File: src/rtl/err_ctrl_pkg.sv
// Shared definitions for the error controller: FSM state encoding,
// error-source bit positions and the "no source captured" marker.
package err_ctrl_pkg;

  typedef enum logic [1:0] {
    ST_IDLE  = 2'd0,
    ST_FLUSH = 2'd1,
    ST_HALT  = 2'd2
  } state_t;

  // Bit positions of the individual error sources inside err_vec_i.
  // Higher indices are later pipeline stages and therefore the older
  // instruction, which is why the highest set bit wins the capture.
  localparam int SRC_INST_CACHE = 0;
  localparam int SRC_DATA_CACHE = 1;
  localparam int SRC_IF         = 2;
  localparam int SRC_IFT        = 3;
  localparam int SRC_ID         = 4;
  localparam int SRC_LAUNCH     = 5;
  localparam int SRC_EX         = 6;
  localparam int SRC_MM         = 7;
  localparam int SRC_MEM        = 8;
  localparam int SRC_WB         = 9;

  localparam int NUM_SRC_DEF = SRC_WB + 1;

  localparam logic [3:0] ERR_SRC_NONE = 4'hF;

endpackage

File: src/rtl/err_ctrl_if.sv
// Bundle of the error controller's pipeline-facing signals. The master
// side drives the error strobes and handshakes, the slave side (the
// controller) drives the flush/halt commands and status.
interface err_ctrl_if #(
  parameter int NUM_SRC = 10,
  parameter int CNT_W   = 8
);

  logic [NUM_SRC-1:0] err_vec_i;
  logic               flush_done_i;
  logic               clr_req_i;

  logic               flush_o;
  logic               cpu_halt_o;
  logic               cpu_inner_error_o;
  logic [3:0]         err_src_o;
  logic [NUM_SRC-1:0] err_pending_o;
  logic [CNT_W-1:0]   err_cnt_o;
  logic               timeout_o;
  logic               clr_ack_o;
  logic [1:0]         state_o;

  modport master (
    output err_vec_i, flush_done_i, clr_req_i,
    input  flush_o, cpu_halt_o, cpu_inner_error_o, err_src_o,
           err_pending_o, err_cnt_o, timeout_o, clr_ack_o, state_o
  );

  modport slave (
    input  err_vec_i, flush_done_i, clr_req_i,
    output flush_o, cpu_halt_o, cpu_inner_error_o, err_src_o,
           err_pending_o, err_cnt_o, timeout_o, clr_ack_o, state_o
  );

endinterface

File: src/rtl/err_prio_enc.sv
// Highest-index priority encoder: returns the index of the most
// significant set bit (the oldest pipeline stage) plus a valid flag.
// Indices must fit in 4 bits, so NUM_SRC is limited to 15 sources
// (4'hF is reserved for "none").
module err_prio_enc
  import err_ctrl_pkg::*;
#(
  parameter int NUM_SRC = NUM_SRC_DEF
) (
  input  logic [NUM_SRC-1:0] vec_i,
  output logic [3:0]         idx_o,
  output logic               valid_o
);

  // Scan upward so that later (higher) set bits overwrite earlier ones.
  always_comb begin
    idx_o   = ERR_SRC_NONE;
    valid_o = 1'b0;
    for (int i = 0; i < NUM_SRC; i++) begin
      if (vec_i[i]) begin
        idx_o   = 4'(i);
        valid_o = 1'b1;
      end
    end
  end

endmodule

File: src/rtl/err_ctrl.sv
// Pipeline error controller. The first error seen while idle triggers a
// pipeline flush, then a halt that persists until the host clears it.
// Every error strobe is accumulated into a sticky pending mask and a
// saturating event counter; a bounded flush wait raises a timeout flag.
module err_ctrl
  import err_ctrl_pkg::*;
#(
  parameter int NUM_SRC = NUM_SRC_DEF,
  parameter int TMO_W   = 8,
  parameter int CNT_W   = 8
) (
  input logic        clk,
  input logic        rst_n,
  err_ctrl_if.slave  bus
);

  localparam logic [TMO_W-1:0] TMO_MAX = '1;

  state_t             state_q, state_d;
  logic [TMO_W-1:0]   tmo_q, tmo_d;
  logic [3:0]         src_q, src_d;
  logic [NUM_SRC-1:0] pend_q, pend_d;
  logic [CNT_W-1:0]   cnt_q, cnt_d;
  logic               timeout_q, timeout_d;
  logic               ack_q, ack_d;

  logic [3:0]         enc_idx;
  logic               enc_valid;

  err_prio_enc #(
    .NUM_SRC (NUM_SRC)
  ) u_prio_enc (
    .vec_i   (bus.err_vec_i),
    .idx_o   (enc_idx),
    .valid_o (enc_valid)
  );

  // Next-state and next-output computation for the flush/halt sequence.
  always_comb begin
    state_d   = state_q;
    tmo_d     = tmo_q;
    src_d     = src_q;
    pend_d    = pend_q | bus.err_vec_i;
    timeout_d = timeout_q;
    ack_d     = 1'b0;
    cnt_d     = (enc_valid && !(&cnt_q)) ? cnt_q + 1'b1 : cnt_q;

    unique case (state_q)
      ST_IDLE: begin
        if (enc_valid) begin
          state_d = ST_FLUSH;
          src_d   = enc_idx;
          tmo_d   = '0;
        end
      end

      ST_FLUSH: begin
        if (bus.flush_done_i) begin
          state_d   = ST_HALT;
          timeout_d = 1'b0;
        end else if (tmo_q == TMO_MAX) begin
          state_d   = ST_HALT;
          timeout_d = 1'b1;
        end else begin
          tmo_d = tmo_q + 1'b1;
        end
      end

      ST_HALT: begin
        if (bus.clr_req_i) begin
          ack_d     = 1'b1;
          timeout_d = 1'b0;
          if (enc_valid) begin
            // A fresh error in the clearing cycle starts a new episode
            // seeded only by that error.
            state_d = ST_FLUSH;
            src_d   = enc_idx;
            pend_d  = bus.err_vec_i;
            tmo_d   = '0;
          end else begin
            state_d = ST_IDLE;
            src_d   = ERR_SRC_NONE;
            pend_d  = '0;
          end
        end
      end

      default: begin
        state_d = ST_IDLE;
      end
    endcase
  end

  // Register all controller state; reset aborts any flush or halt at once.
  always_ff @(posedge clk or negedge rst_n) begin
    if (!rst_n) begin
      state_q   <= ST_IDLE;
      tmo_q     <= '0;
      src_q     <= ERR_SRC_NONE;
      pend_q    <= '0;
      cnt_q     <= '0;
      timeout_q <= 1'b0;
      ack_q     <= 1'b0;
    end else begin
      state_q   <= state_d;
      tmo_q     <= tmo_d;
      src_q     <= src_d;
      pend_q    <= pend_d;
      cnt_q     <= cnt_d;
      timeout_q <= timeout_d;
      ack_q     <= ack_d;
    end
  end

  assign bus.flush_o           = (state_q == ST_FLUSH);
  assign bus.cpu_halt_o        = (state_q == ST_HALT);
  assign bus.cpu_inner_error_o = (state_q != ST_IDLE);
  assign bus.err_src_o         = src_q;
  assign bus.err_pending_o     = pend_q;
  assign bus.err_cnt_o         = cnt_q;
  assign bus.timeout_o         = timeout_q;
  assign bus.clr_ack_o         = ack_q;
  assign bus.state_o           = state_q;

endmodule

File: src/flat_wrapper.sv
// flat-port wrapper written by rule: the top's interface ports become plain ports
module err_ctrl_flat import err_ctrl_pkg::*;
#(
  parameter int NUM_SRC = NUM_SRC_DEF,
  parameter int TMO_W   = 8,
  parameter int CNT_W   = 8
)
  (clk, rst_n, bus_err_vec_i, bus_flush_done_i, bus_clr_req_i, bus_flush_o, bus_cpu_halt_o, bus_cpu_inner_error_o, bus_err_src_o, bus_err_pending_o, bus_err_cnt_o, bus_timeout_o, bus_clr_ack_o, bus_state_o);
  err_ctrl_if #(.NUM_SRC(NUM_SRC), .CNT_W(CNT_W)) bus_i ();
  input logic clk;
  input logic rst_n;
  input wire logic [$bits(bus_i.err_vec_i)-1:0] bus_err_vec_i;
  input wire logic [$bits(bus_i.flush_done_i)-1:0] bus_flush_done_i;
  input wire logic [$bits(bus_i.clr_req_i)-1:0] bus_clr_req_i;
  output wire logic [$bits(bus_i.flush_o)-1:0] bus_flush_o;
  output wire logic [$bits(bus_i.cpu_halt_o)-1:0] bus_cpu_halt_o;
  output wire logic [$bits(bus_i.cpu_inner_error_o)-1:0] bus_cpu_inner_error_o;
  output wire logic [$bits(bus_i.err_src_o)-1:0] bus_err_src_o;
  output wire logic [$bits(bus_i.err_pending_o)-1:0] bus_err_pending_o;
  output wire logic [$bits(bus_i.err_cnt_o)-1:0] bus_err_cnt_o;
  output wire logic [$bits(bus_i.timeout_o)-1:0] bus_timeout_o;
  output wire logic [$bits(bus_i.clr_ack_o)-1:0] bus_clr_ack_o;
  output wire logic [$bits(bus_i.state_o)-1:0] bus_state_o;
  assign bus_i.err_vec_i = bus_err_vec_i;
  assign bus_i.flush_done_i = bus_flush_done_i;
  assign bus_i.clr_req_i = bus_clr_req_i;
  assign bus_flush_o = bus_i.flush_o;
  assign bus_cpu_halt_o = bus_i.cpu_halt_o;
  assign bus_cpu_inner_error_o = bus_i.cpu_inner_error_o;
  assign bus_err_src_o = bus_i.err_src_o;
  assign bus_err_pending_o = bus_i.err_pending_o;
  assign bus_err_cnt_o = bus_i.err_cnt_o;
  assign bus_timeout_o = bus_i.timeout_o;
  assign bus_clr_ack_o = bus_i.clr_ack_o;
  assign bus_state_o = bus_i.state_o;
  err_ctrl #(.NUM_SRC(NUM_SRC), .TMO_W(TMO_W), .CNT_W(CNT_W)) u_core (.clk(clk), .rst_n(rst_n), .bus(bus_i));
endmodule
File: config.mk
export PLATFORM = sky130hd
export DESIGN_NAME = err_ctrl_flat
export DESIGN_NICKNAME = d
export VERILOG_FILES = /design/src/rtl/err_ctrl_pkg.sv /design/src/rtl/err_ctrl_if.sv /design/src/rtl/err_prio_enc.sv /design/src/rtl/err_ctrl.sv /design/src/flat_wrapper.sv
export SDC_FILE = /design/constraint.sdc
export NUM_CORES = 1
export LEC_CHECK = 0
export ABC_AREA = 1
export CORE_AREA = 2 2 64 66
export CTS_CLUSTER_DIAMETER = 100
export CTS_CLUSTER_SIZE = 25
export DETAILED_ROUTE_END_ITERATION = 12
export DIE_AREA = 0 0 66 68
export HOLD_SLACK_MARGIN = 0.08
export MAX_ROUTING_LAYER = met4
export PLACE_DENSITY = 0.76
export SLEW_MARGIN = 20
export SYNTH_ARGS = -nofsm -noshare
export SYNTH_HDL_FRONTEND = slang
export SYNTH_SLANG_ARGS = --single-unit
File: constraint.sdc
create_clock -name clk -period 1.9 [get_ports clk]
set_input_delay 0.38 -clock clk [delete_from_list [all_inputs] [get_ports clk]]
set_output_delay 0.38 -clock clk [all_outputs]
set_load 0.03 [all_outputs]
==> results_tabular.tex <==
\begin{tabular}{lr}
\hline
Metric & Value \\
\hline
\multicolumn{2}{l}{\textbf{Run status}} \\
\quad Result of the run & complete, no violations \\
\multicolumn{2}{l}{\textbf{Setup path}} \\
\quad Reg2reg end & u\_core.bus.state\_o[0]\$\_DFFE\_PN0P\_ \\
\quad Setup slack of the most critical reg-to-reg path & 290 ps \\
\quad Capture point of the critical path & bus\_err\_src\_o[0] \\
\quad Cells along the critical path & clkdlybuf4s50\_1 \\
\quad Reg-to-reg startpoint & u\_core.bus.state\_o[0]\$\_DFFE\_PN0P\_ \\
\quad Worst setup path class & flip-flop to primary output \\
\quad Origin of the worst setup path & u\_core.bus.err\_src\_o[0]\$\_DFFE\_PN1P\_ \\
\quad Number of buffer and inverter instances along the worst setup path & 1 \\
\quad Crit-path max FO & 2 \\
\quad Required time of the critical path & 1520 ps \\
\quad Top delay family on crit path & buffers and inverters \\
\quad Slowest cell on the critical path & sky130\_fd\_sc\_hd\_\_clkdlybuf4s50\_1 \\
\quad Cell count of the worst reg-to-reg path & 8 \\
\quad Startpoint type of the worst setup path & flip-flop \\
\quad Type of element capturing the critical path & primary output \\
\quad CP Data Arrival Time & 1480 ps \\
\quad Instance count on the critical path & 1 \\
\quad CP peak stage delay & 660 ps \\
\multicolumn{2}{l}{\textbf{Place}} \\
\quad Final estimated routing congestion in global placement & 0.787 \\
\quad Placement Setup Slack & -13.6 ps \\
\quad Placed cell areas & 2300 um\^{}2 \\
\quad Buffers added on ports & 42 \\
\quad DP HPWL & 2730 um \\
\multicolumn{2}{l}{\textbf{Global route}} \\
\quad First-pass GRT wire length & 6330 um \\
\quad Via count of the first global-routing pass & 1,490 \\
\quad Overall fraction of global-route tracks in use & 19.4\% \\
\quad Initial antenna violation count & 0 \\
\quad Pin count of the biggest net entering global routing & 35 \\
\quad Total congestion overflow & 0 \\
\multicolumn{2}{l}{\textbf{Timing}} \\
\quad Worst Clk Skew & 3.79 ps \\
\quad Max Clk Rate & 537 MHz \\
\quad Setup repair after global routing missed its margin & no \\
\quad Sum of negative setup slack & 0 ps \\
\quad Final Max Slew Viols & 0 \\
\quad Final hold violations & 0 \\
\quad Count of endpoints failing setup in the final report & 0 \\
\quad Pin slew with the least headroom to its limit & 414 ps \\
\quad Setup WS post-layout & 37.1 ps \\
\quad Clock period minus worst slack & 1860 ps \\
\quad Final period utilization & 98.0\% \\
\quad Relative max-transition margin & 72.4\% \\
\multicolumn{2}{l}{\textbf{Clocking}} \\
\quad Skew-Pair Late Insertion Delay & 280 ps \\
\quad Htree depth & 2 \\
\quad Clock buffer count from CTS & 5 \\
\quad Maximum number of buffers from clock root to sink & 2 \\
\quad Clock-pin slew on the worst setup and hold paths & 70 ps \\
\quad Total clock sinks & 34 \\
\quad Setup Buffers After CTS & 0 \\
\quad Clock root buffer & sky130\_fd\_sc\_hd\_\_clkbuf\_8 \\
\quad TritonCTS clock tree & done \\
\multicolumn{2}{l}{\textbf{Yosys}} \\
\quad Top cells by area in the synthesized netlist & sky130\_fd\_sc\_hd\_\_dfrtp\_1 (42\%), sky130\_fd\_sc\_hd\_\_nand2\_1 (16\%), sky130\_fd\_sc\_hd\_\_inv\_1 (6.3\%) \\
\quad Async S/R FF share, synth & 100\% \\
\quad Fraction of synthesized cell area taken by the top area cell type & 42.3\% \\
\quad Synthesized Nets & 241 \\
\quad Mapped cell area & 1770 um\^{}2 \\
\quad Number of synthesis warnings & 0 \\
\quad Part of the Yosys area used for sequential elements & 48.2\% \\
\quad Number of enable-type register cells in the synthesized netlist & 0 \\
\quad Cell variety after synth & 24 \\
\quad Avg Inst Size Synth & 8.03 um\^{}2 \\
\quad Commonest register cell after synthesis & sky130\_fd\_sc\_hd\_\_dfrtp\_1 \\
\quad Synth Instances & 221 \\
\quad Biggest area consumer among synthesized cells & sky130\_fd\_sc\_hd\_\_dfrtp\_1 \\
\quad Flop and latch count out of synthesis & 34 \\
\multicolumn{2}{l}{\textbf{Finish}} \\
\quad Antenna diodes & 0 \\
\quad Final \#Nets & 296 \\
\quad Layout filler cell count & 345 \\
\quad Area Overhead vs Synth & 35.7\% \\
\quad Share of cells above drive strength 1 & 12.0\% \\
\quad Fin area & 2410 um\^{}2 \\
\quad Post-route core utilization & 62.4\% \\
\multicolumn{2}{l}{\textbf{Floorplan}} \\
\quad Starting density of the core & 46.0\% \\
\quad Boundary pin count & 43 \\
\quad Y dimension of the die & 68 um \\
\quad Total die area & 4490 um\^{}2 \\
\quad Die boundary width & 66 um \\
\quad Standard-cell rows & 23 \\
\quad Core Area & 3860 um\^{}2 \\
\multicolumn{2}{l}{\textbf{Min path}} \\
\quad Worst Hold Launch & u\_core.bus.err\_pending\_o[9]\$\_DFF\_PN0\_ \\
\quad Worst hold path type & flip-flop to flip-flop \\
\multicolumn{2}{l}{\textbf{Routing}} \\
\quad Final routed wirelength across all metal layers & 3570 um \\
\quad Drt drc & 0 \\
\quad Via density & 4.68 \\
\quad Violation count after the first detailed-route iteration & 81 \\
\quad Via Count & 1,525 \\
\quad Pre-antenna DRT Iters & 4 \\
\quad Detailed-route wire length per cell & 11.0 um \\
\quad Antenna Nets Post-Route & 0 \\
\multicolumn{2}{l}{\textbf{Flow run}} \\
\quad Number of maximum-capacitance constraint violations & 0 \\
\multicolumn{2}{l}{\textbf{Pwr}} \\
\quad Reported leakage power & 1.18 nW \\
\quad Max rail drop VDD & 1.01 mV \\
\quad P per Cell Area & 1420 nW/um\^{}2 \\
\hline
\end{tabular}
[per-layer routing]
metal	global-route usage (%)	vias to the layer above	share of wire, %
met3	4.44	8	4.2
li1	-	794	-
met4	7.65	0	1.7
met1	22.5	691	46
met5	-	-	0
met2	33.0	32	48
[cell usage in the layout, fill, tap and decap left out, types with 6 or more instances in the layout]
| cell | instances |
|---|---|
| sky130_fd_sc_hd__clkdlybuf4s50_1 | 39 |
| sky130_fd_sc_hd__clkbuf_8 | 6 |
| sky130_fd_sc_hd__nand3_1 | 17 |
| sky130_fd_sc_hd__dfrtp_1 | 30 |
| sky130_fd_sc_hd__nor2_1 | 16 |
| sky130_fd_sc_hd__nand2_1 | 75 |
| sky130_fd_sc_hd__buf_4 | 9 |
| sky130_fd_sc_hd__inv_1 | 30 |
| sky130_fd_sc_hd__o21ai_0 | 13 |
[cells in the mapped netlist (3+ instances only)]
cell type and number:
sky130_fd_sc_hd__dfrtp_1 30, sky130_fd_sc_hd__dfstp_2 4, sky130_fd_sc_hd__ha_1 6, sky130_fd_sc_hd__inv_1 30, sky130_fd_sc_hd__nand2_1 75, sky130_fd_sc_hd__nand2_2 4
sky130_fd_sc_hd__nand3_1 17, sky130_fd_sc_hd__nand3b_1 3, sky130_fd_sc_hd__nor2_1 16, sky130_fd_sc_hd__o21ai_0 13, sky130_fd_sc_hd__o21ai_2 3, sky130_fd_sc_hd__xor2_1 5
[metrics by stage]
step	instances	total power, W	hold slack [ps]
floorplan	221	0.00220	84.4
global placement	319	0.00277	454
detailed placement	319	0.00280	457
CTS	326	0.00346	474
global route	326	0.00365	495
finish	326	0.00343	472
[area by class of cell]
cell class | instances | area (um^2) | area share (%)
well taps | 50 | 62.6 | 2.60
clock buffers | 6 | 82.6 | 3.43
flip-flops and latches | 34 | 856 | 35.6
multi-input cells | 154 | 779 | 32.4
inverters | 30 | 113 | 4.68
clock inverters | 1 | 30.0 | 1.25
repair buffers | 51 | 484 | 20.1
[registers in the layout, summed over array words and instances, names as in the netlist]
register                  flops
u_core.bus.err_cnt_o          8
u_core.bus.err_pending_o     10
u_core.bus.timeout_o          1
u_core.bus.state_o            2
u_core.bus.clr_ack_o          1
u_core.bus.err_src_o          4
u_core.tmo_q                  8
[tightest hold or removal path, cell delays in order, from the launching register on]
cell and delay [ps]:
sky130_fd_sc_hd__dfrtp_1 340, sky130_fd_sc_hd__nand2_1 60, sky130_fd_sc_hd__nand2_1 50
[how the worst min path moves through the flow]
stage / endpoint / slack (ps) / cells after the start
floorplan: u_core.bus.clr_ack_o$_DFF_PN0_ / 80 / 0
global placement: u_core.bus.err_pending_o[5]$_DFF_PN0_ / 450 / 2
detailed placement: u_core.bus.err_pending_o[9]$_DFF_PN0_ / 460 / 2
CTS: u_core.bus.err_pending_o[9]$_DFF_PN0_ / 470 / 2
global route: u_core.bus.err_pending_o[5]$_DFF_PN0_ / 500 / 2
finish: u_core.bus.err_pending_o[9]$_DFF_PN0_ / 470 / 2
[what timing repair did]
| item | CTS | global route |
|---|---|---|
| resized for setup | 3 | 0 |
| hold buffers | 0 | 0 |
| setup endpoints to repair | 3 | 0 |
[where the power goes]
part | total, W | switching [W] | internal (W)
Clock | 0.000669 | 0.000250 | 0.000419
Combinational | 0.00165 | 0.00101 | 0.000634
Sequential | 0.00111 | 0.000163 | 0.000951
[cells by family (layout without fill, tap and decap cells)]
logic type                 Yosys count  in the layout  synth area share, %
DFF                                 34             34                 48.2
adders and majority gates            6              6                 4.23
buffers and inverters               33             88                 7.97
and+or+nand+nor                    122            122                 29.8
AOI/OAI and AO/OA                   19             19                 6.28
xor gates and xnor gates             7              7                 3.46
(Power assumes the default switching activity.)
